<file path="src/rtl/debug_rx_pkg.sv">
// Shared types and helpers for the parametrised debug serial receiver.
package debug_rx_pkg;

    typedef enum logic [1:0] {
        ST_IDLE,
        ST_SHIFT,
        ST_PARITY
    } rx_state_e;

    localparam int DEFAULT_DATA_WIDTH = 40;

    // Bit count must be able to reach DATA_WIDTH once the final payload bit lands.
    function automatic int count_width(input int width);
        return $clog2(width + 1);
    endfunction

endpackage

</file>
<file path="src/rtl/debug_rx_out_reg.sv">
// One-entry output holding register: valid/ready handshake, word load and overrun pulse.
module debug_rx_out_reg
    import debug_rx_pkg::*;
#(
    parameter int DATA_WIDTH = DEFAULT_DATA_WIDTH
) (
    input  logic                  debug_clk,
    input  logic                  reset,
    input  logic                  load,
    input  logic [DATA_WIDTH-1:0] load_data,
    input  logic                  load_perr,
    input  logic                  out_ready,
    output logic [DATA_WIDTH-1:0] data,
    output logic                  out_valid,
    output logic                  parity_err,
    output logic                  overrun
);

    logic [DATA_WIDTH-1:0] data_q, data_d;
    logic                  valid_q, valid_d;
    logic                  perr_q, perr_d;
    logic                  overrun_q, overrun_d;

    // A completing frame may replace the held word only if the slot is empty or being drained this edge.
    always_comb begin
        data_d    = data_q;
        valid_d   = valid_q;
        perr_d    = perr_q;
        overrun_d = 1'b0;
        if (load) begin
            if (valid_q && !out_ready) begin
                overrun_d = 1'b1;
            end else begin
                data_d  = load_data;
                perr_d  = load_perr;
                valid_d = 1'b1;
            end
        end else if (valid_q && out_ready) begin
            valid_d = 1'b0;
        end
    end

    always_ff @(posedge debug_clk or posedge reset) begin
        if (reset) begin
            data_q    <= '0;
            valid_q   <= 1'b0;
            perr_q    <= 1'b0;
            overrun_q <= 1'b0;
        end else begin
            data_q    <= data_d;
            valid_q   <= valid_d;
            perr_q    <= perr_d;
            overrun_q <= overrun_d;
        end
    end

    assign data       = data_q;
    assign out_valid  = valid_q;
    assign parity_err = perr_q;
    assign overrun    = overrun_q;

endmodule

</file>
<file path="src/rtl/debug_serial_receiver.sv">
// Start-qualified serial deserialiser for the debug link with selectable width, bit order and parity.
module debug_serial_receiver
    import debug_rx_pkg::*;
#(
    parameter int DATA_WIDTH = DEFAULT_DATA_WIDTH,
    parameter int MSB_FIRST  = 0,
    parameter int PARITY_EN  = 0,
    parameter int PARITY_ODD = 0
) (
    input  logic                  debug_clk,
    input  logic                  reset,
    input  logic                  data_start,
    input  logic                  sin,
    output logic [DATA_WIDTH-1:0] data,
    output logic                  out_valid,
    input  logic                  out_ready,
    output logic                  parity_err,
    output logic                  overrun,
    output logic                  busy
);

    localparam int                CW       = count_width(DATA_WIDTH);
    localparam logic [CW-1:0]     LAST_IDX = CW'(DATA_WIDTH - 1);
    localparam logic              ODD_BIT  = (PARITY_ODD != 0);

    rx_state_e             state_q, state_d;
    logic [CW-1:0]         count_q, count_d;
    logic [DATA_WIDTH-1:0] shift_q, shift_d, shifted;
    logic                  load;
    logic                  load_perr;

    always_comb begin
        if (MSB_FIRST != 0) begin
            shifted = {shift_q[DATA_WIDTH-2:0], sin};
        end else begin
            shifted = {sin, shift_q[DATA_WIDTH-1:1]};
        end
    end

    // The word handed to the output register is shift_d, so the bit sampled on the completing edge is included.
    always_comb begin
        state_d   = state_q;
        count_d   = count_q;
        shift_d   = shift_q;
        load      = 1'b0;
        load_perr = 1'b0;
        case (state_q)
            ST_IDLE: begin
                if (data_start) begin
                    state_d = ST_SHIFT;
                    count_d = '0;
                end
            end
            ST_SHIFT: begin
                shift_d = shifted;
                count_d = count_q + CW'(1);
                if (count_q == LAST_IDX) begin
                    if (PARITY_EN != 0) begin
                        state_d = ST_PARITY;
                    end else begin
                        state_d = ST_IDLE;
                        load    = 1'b1;
                    end
                end
            end
            ST_PARITY: begin
                state_d   = ST_IDLE;
                load      = 1'b1;
                load_perr = ((^shift_q) ^ sin) != ODD_BIT;
            end
            default: begin
                state_d = ST_IDLE;
            end
        endcase
    end

    always_ff @(posedge debug_clk or posedge reset) begin
        if (reset) begin
            state_q <= ST_IDLE;
            count_q <= '0;
            shift_q <= '0;
        end else begin
            state_q <= state_d;
            count_q <= count_d;
            shift_q <= shift_d;
        end
    end

    assign busy = (state_q != ST_IDLE);

    debug_rx_out_reg #(
        .DATA_WIDTH(DATA_WIDTH)
    ) u_out_reg (
        .debug_clk (debug_clk),
        .reset     (reset),
        .load      (load),
        .load_data (shift_d),
        .load_perr (load_perr),
        .out_ready (out_ready),
        .data      (data),
        .out_valid (out_valid),
        .parity_err(parity_err),
        .overrun   (overrun)
    );

endmodule

</file>
<file path="config.mk">
export PLATFORM = sky130hd
export DESIGN_NAME = debug_serial_receiver
export DESIGN_NICKNAME = d
export VERILOG_FILES = /design/src/rtl/debug_rx_pkg.sv /design/src/rtl/debug_rx_out_reg.sv /design/src/rtl/debug_serial_receiver.sv
export SDC_FILE = /design/constraint.sdc
export NUM_CORES = 1
export LEC_CHECK = 0
export BUFFER_PORTS_ARGS = -buffer_cell sky130_fd_sc_hd__buf_2
export CAP_MARGIN = 15
export CORE_UTILIZATION = 30
export DETAILED_ROUTE_END_ITERATION = 10
export HOLD_SLACK_MARGIN = 0.12
export PLACE_DENSITY = 0.61
export RECOVER_POWER = 50
export SKIP_CTS_REPAIR_TIMING = 1
export SYNTH_ARGS = -nofsm -noshare
export SYNTH_HDL_FRONTEND = slang
export SYNTH_SLANG_ARGS = --single-unit
</file>
<file path="constraint.sdc">
create_clock -name debug_clk -period 2.7 [get_ports debug_clk]
set_clock_uncertainty 0.2 [all_clocks]
set_input_delay 0.405 -clock debug_clk [delete_from_list [all_inputs] [get_ports debug_clk]]
set_output_delay 0.405 -clock debug_clk [all_outputs]
set_load 0.005 [all_outputs]
</file>
# Yosys cells after proc, flatten, opt, wreduce, memory -nomap -nowiden
# Index checks and enable logic that the tools add are counted.
# word_totals
register_bits	91
latchBits	0
ramBits	0
mem_bits_ro	0
in_bits	5
out_inout_bits	44
word_cells	42
memories	0
# op_classes
add_sub_neg	1
n_mul	0
n_div	0
order_cmp	0
n_eq_ne	6
n_shift	0
muxes	14
bitwise	2
n_reduce_logical	12
# ops
cell	count
2-to-1 mux 40 bit	1
XOR reduction 40 bit	1
case mux 6 bit (2 select lines)	1
AND reduction 2 bit	4
2-to-1 mux 1 bit	7
adder 6 x 1 -> 6 bit (second input constant)	1
== test 6 bit (second input constant)	1
2-to-1 mux 6 bit	1
!= test 2 bit (second input constant)	3
nonzero test 2 bit	3
2-to-1 mux 2 bit	2
case mux 2 bit (2 select lines)	1
== test 2 x 1 -> 1 bit (second input constant)	1
== test 2 bit (second input constant)	1
logical AND 1 bit	2
logical NOT 2 bit	1
case mux 1 bit (2 select lines)	1
logical NOT 1 bit	1
inverter 1 bit	1
bitwise XOR 1 bit	1

# Logic depth before layout (Yosys ltp)
# depth
word_depth	5
depth_mapped	6
ltp_nobuf	4

# Modules after synthesis
# Synthesis repeated with hierarchy kept, for this count alone.
# hier_totals
hier_cells	214
area_unflattened_um2	3644.7
# modules_own_cells
module	instances	cells_each	area_per_inst_um2	seq_area_each_um2
debug_serial_receiver	1	120	1871.8	1176.1
debug_rx_out_reg	1	94	1773.0	1076.0

# Worst setup path before layout
# No wires, ideal clock.
# synth_timing
path_type	register to register
start	reg count_q[0]
end	reg u_out_reg.data_q[0], in the netlist u_out_reg.data[0]
arrival_time_ns	1.548
slack_ns	0.827
stages_incl_launch_ff	7
n_path_buf	2
period_less_slack_ns	1.873
cell_sequence	dfrtp_1 -> ha_1 -> and4bb_1 -> and4_4 -> buf_6 -> buf_12 -> mux2_4
# synth_via
elab_chain_len	4
# synth_rtl
element	line	source
start: declaration	debug_serial_receiver.sv:27	logic [CW-1:0] count_q, count_d;
start signal: assignment	debug_serial_receiver.sv:84	count_q <= count_d;
== test 6 bit	debug_serial_receiver.sv:57	if (count_q == LAST_IDX) begin
2-to-1 mux 1 bit	debug_serial_receiver.sv:57	
case mux 1 bit (2 select lines)	debug_serial_receiver.sv:47	case (state_q)
AND reduction 2 bit (no source line)	--	
end signal: assignment	debug_rx_out_reg.sv:50	data_q <= data_d;
end: declaration	debug_rx_out_reg.sv:19	logic [DATA_WIDTH-1:0] data_q, data_d;
# Every way passes these cells.
# A chain may end at the register's enable or synchronous reset.

# Worst setup path after layout
# layout_timing
start	reg count_q[1]
end	reg u_out_reg.data_q[37], in the netlist u_out_reg.data[37]
# Same word-level chain as after synthesis.

==> impl_metrics.csv <==
group,metric,value,unit
worst_setup_path,reg2reg_from,"count_q[1]",
finish,fill_cells,1062,
cts,cts_buffers,9,
timing,post-route-period-util,80.0,%
synthesis,synthesis.area,3600,sq um
worst_setup_path,reg2reg_to,"u_out_reg.data[37]",
cts,htree_levels,3,
floorplan,die_w,112,um
drt,drtPass1Iterations,7,
global_route,grt_pass1_wl,10.1,mm
synthesis,ys_warn_count,0,
floorplan,dieHeight,112,um
global_route,antenna_found_initial,0,
cts,cts_tree,"done",
power_and_ir_drop,power.density,1130,nW/um^2
synthesis,synthArstFlopShare,100,%
floorplan,die_area,12400,sq um
worst_setup_path,crit_arrival,2170,ps
worst_setup_path,cp-startpoint,"count_q[1]",
drt,drc_errors,11,
finish,n_antenna_cell,0,
timing,worstMarginPinSlew,1330,ps
worst_setup_path,reg2reg_depth,5,
power_and_ir_drop,peakVddDrop,0.000336,V
finish,final_common_cell,"dfrtp_1",
worst_setup_path,endpoint_kind,"register",
global_route,grt-ovfl-total,0,
global_route,grt.total_usage,10.3,%
outcome,outcome,"finished, violations left",
global_route,grt_pass1_vias,2007,
floorplan,fp.coreArea,11600,sq um
drt,vias,1822,
floorplan,io_pins,49,
worst_setup_path,r2r_slack,540,ps
synthesis,synth_edf_count,0,
synthesis,ys_ff_latch,89,
worst_setup_path,path_max_fanout,31,
timing,finalHoldViolCount,0,
synthesis,ys.flop_type,"dfrtp_1",
cts,cts.sinks,89,
finish,mostFrequentLayoutCells,"dfrtp_1, mux2_4, buf_2",
worst_setup_path,worstPathCellList,"ha_1 > and4bb_1 > and4_4 > buf_12 > mux2_4",
timing,maxSlewHeadroom,10.5,%
floorplan,start_util,31.1,%
timing,min_period,2160,ps
timing,fmax,0.463,GHz
drt,wl,5.87,mm
cts,cts_buffer_depth,2,
synthesis,synth_cell_type_count,25,
worst_setup_path,max_stage_delay,380,ps
finish,final_area,4240,sq um
drt,avgViaCountPerCell,4.44,
drt,drt_iter0_drc,75,
finish,finish.net_count,268,
cts,path_clk_slew,60,ps
run,maxCapViolations,0,
cts,insertion_delay,330,ps
finish,areaGrowthSynthToFinish,17.7,%
drt,routedWlPerCell,14.3,um
worst_hold_path,hp-class,"in -> reg",
worst_setup_path,cpLargestDelayFamily,"simple AND/OR/NAND/NOR gates",
worst_setup_path,crit_path_end,"u_out_reg.data[37]",
timing,fin_tns_setup,0,ps
placed_design,placed_area,3940,sq um
synthesis,syn_avg_cell_area,17.0,sq um
worst_setup_path,slowest_stage,"dfrtp_1",
synthesis,ys_seq_area_share,61.9,%
timing,setup_violations,0,
outcome,violations,"design-rule violations",
worst_setup_path,critPathRequiredTime,2710,ps
worst_setup_path,cp.depth,5,
placed_design,gp_congestion,0.645,
timing,rsz0062_at_grt,"false",
placed_design,io_buffers,47,
finish,drive_gt1_share,44.6,%
synthesis,syn_nets,218,
drt,antenna_left,0,
floorplan,rows,39,
cts,cts-root-buf,"clkbuf_16",
synthesis,synthCells,212,
global_route,grt_start_max_net_pins,61,
power_and_ir_drop,leakagePower,0.00196,uW
worst_setup_path,critical_path_buf_inv_count,1,
worst_setup_path,setup.worst_path.start_class,"register",
worst_setup_path,crit_type,"reg -> reg",
placed_design,dp_hpwl,3.84,mm
timing,drv_slew,0,
timing,whs,118,ps
[routing by layer]
layer / GRT usage, % / wire length [um] / vias to the layer above
li1: - / - / 852
met1: 14.3 / 2880 / 927
met2: 15.3 / 2670 / 35
met3: 2.34 / 230 / 8
met4: 5.14 / 85 / 0
met5: 0 / 0 / -
[registers in the layout (all words and copies together), names as in the netlist]
| signal | flops |
|---|---|
| state_q | 1 |
| count_q | 6 |
| u_out_reg.out_valid | 1 |
| u_out_reg.data | 40 |
| u_out_reg.overrun | 1 |
| shift_q | 40 |
[worst register-to-register path, stage by stage, from the launching register on]
cell and delay [ps]:
dfrtp_1 380, ha_1 230, and4bb_1 230, and4_4 370, buf_12 290, mux2_4 340
[cells in the mapped netlist, types with 2 or more instances]
library cell,n,area [sq um]
nand2_1,4,15.0
nand3_1,2,10.0
mux2_2,41,462
buf_12,4,80.1
buf_2,6,30.0
o31ai_1,2,15.0
inv_1,2,7.51
mux2_4,40,601
nand4_1,2,12.5
nand2b_1,3,18.8
dfrtp_1,89,2230
o21ai_0,4,20.0
[cells by family after synthesis]
group | synth area share [%]
AND/OR/NAND/NOR | 2.68
AO/OA/AOI/OAI | 1.67
multiplexers | 29.5
other | 0.104
flip-flops | 61.9
buffers and inverters | 3.79
adder cells (fa/ha/maj) | 0.348
[metrics by stage]
stage	power (uW)	util, %	worst slack [ps]	instances
floorplan	3210	-	827	212
global placement	3630	34.0	569	393
detailed placement	3670	34.0	541	393
CTS	4940	36.7	532	409
global route	5130	36.6	423	410
finish	4800	36.6	540	410
[layout make-up]
type | instances | area, sq um | share of cell area [%]
multi-input cells | 109 | 1230 | 29.2
clock buffers | 10 | 239 | 5.64
flip-flops and latches | 89 | 2230 | 52.6
clock inverters | 6 | 66.3 | 1.57
well taps | 143 | 179 | 4.22
repair buffers | 51 | 279 | 6.59
inverters | 2 | 8.76 | 0.207
[power breakdown]
group / total [uW] / internal (uW) / leakage, uW / switching (uW)
Clock: 1240 / 743 / 0.000141 / 500
Combinational: 1300 / 798 / 0.000712 / 506
Sequential: 2250 / 1920 / 0.00111 / 335
[worst min path at each step]
stage	slack [ps]	start	cells past startpoint	end
CTS	-20	reset	2	u_out_reg.data[10]
detailed placement	280	shift_q[0]	1	shift_q[0]
finish	120	data_start	2	count_q[1]
floorplan	270	count_q[5]	1	count_q[5]
global placement	280	shift_q[0]	1	shift_q[0]
global route	130	data_start	2	count_q[1]
No activity file was read; power rests on OpenSTA's default activity.
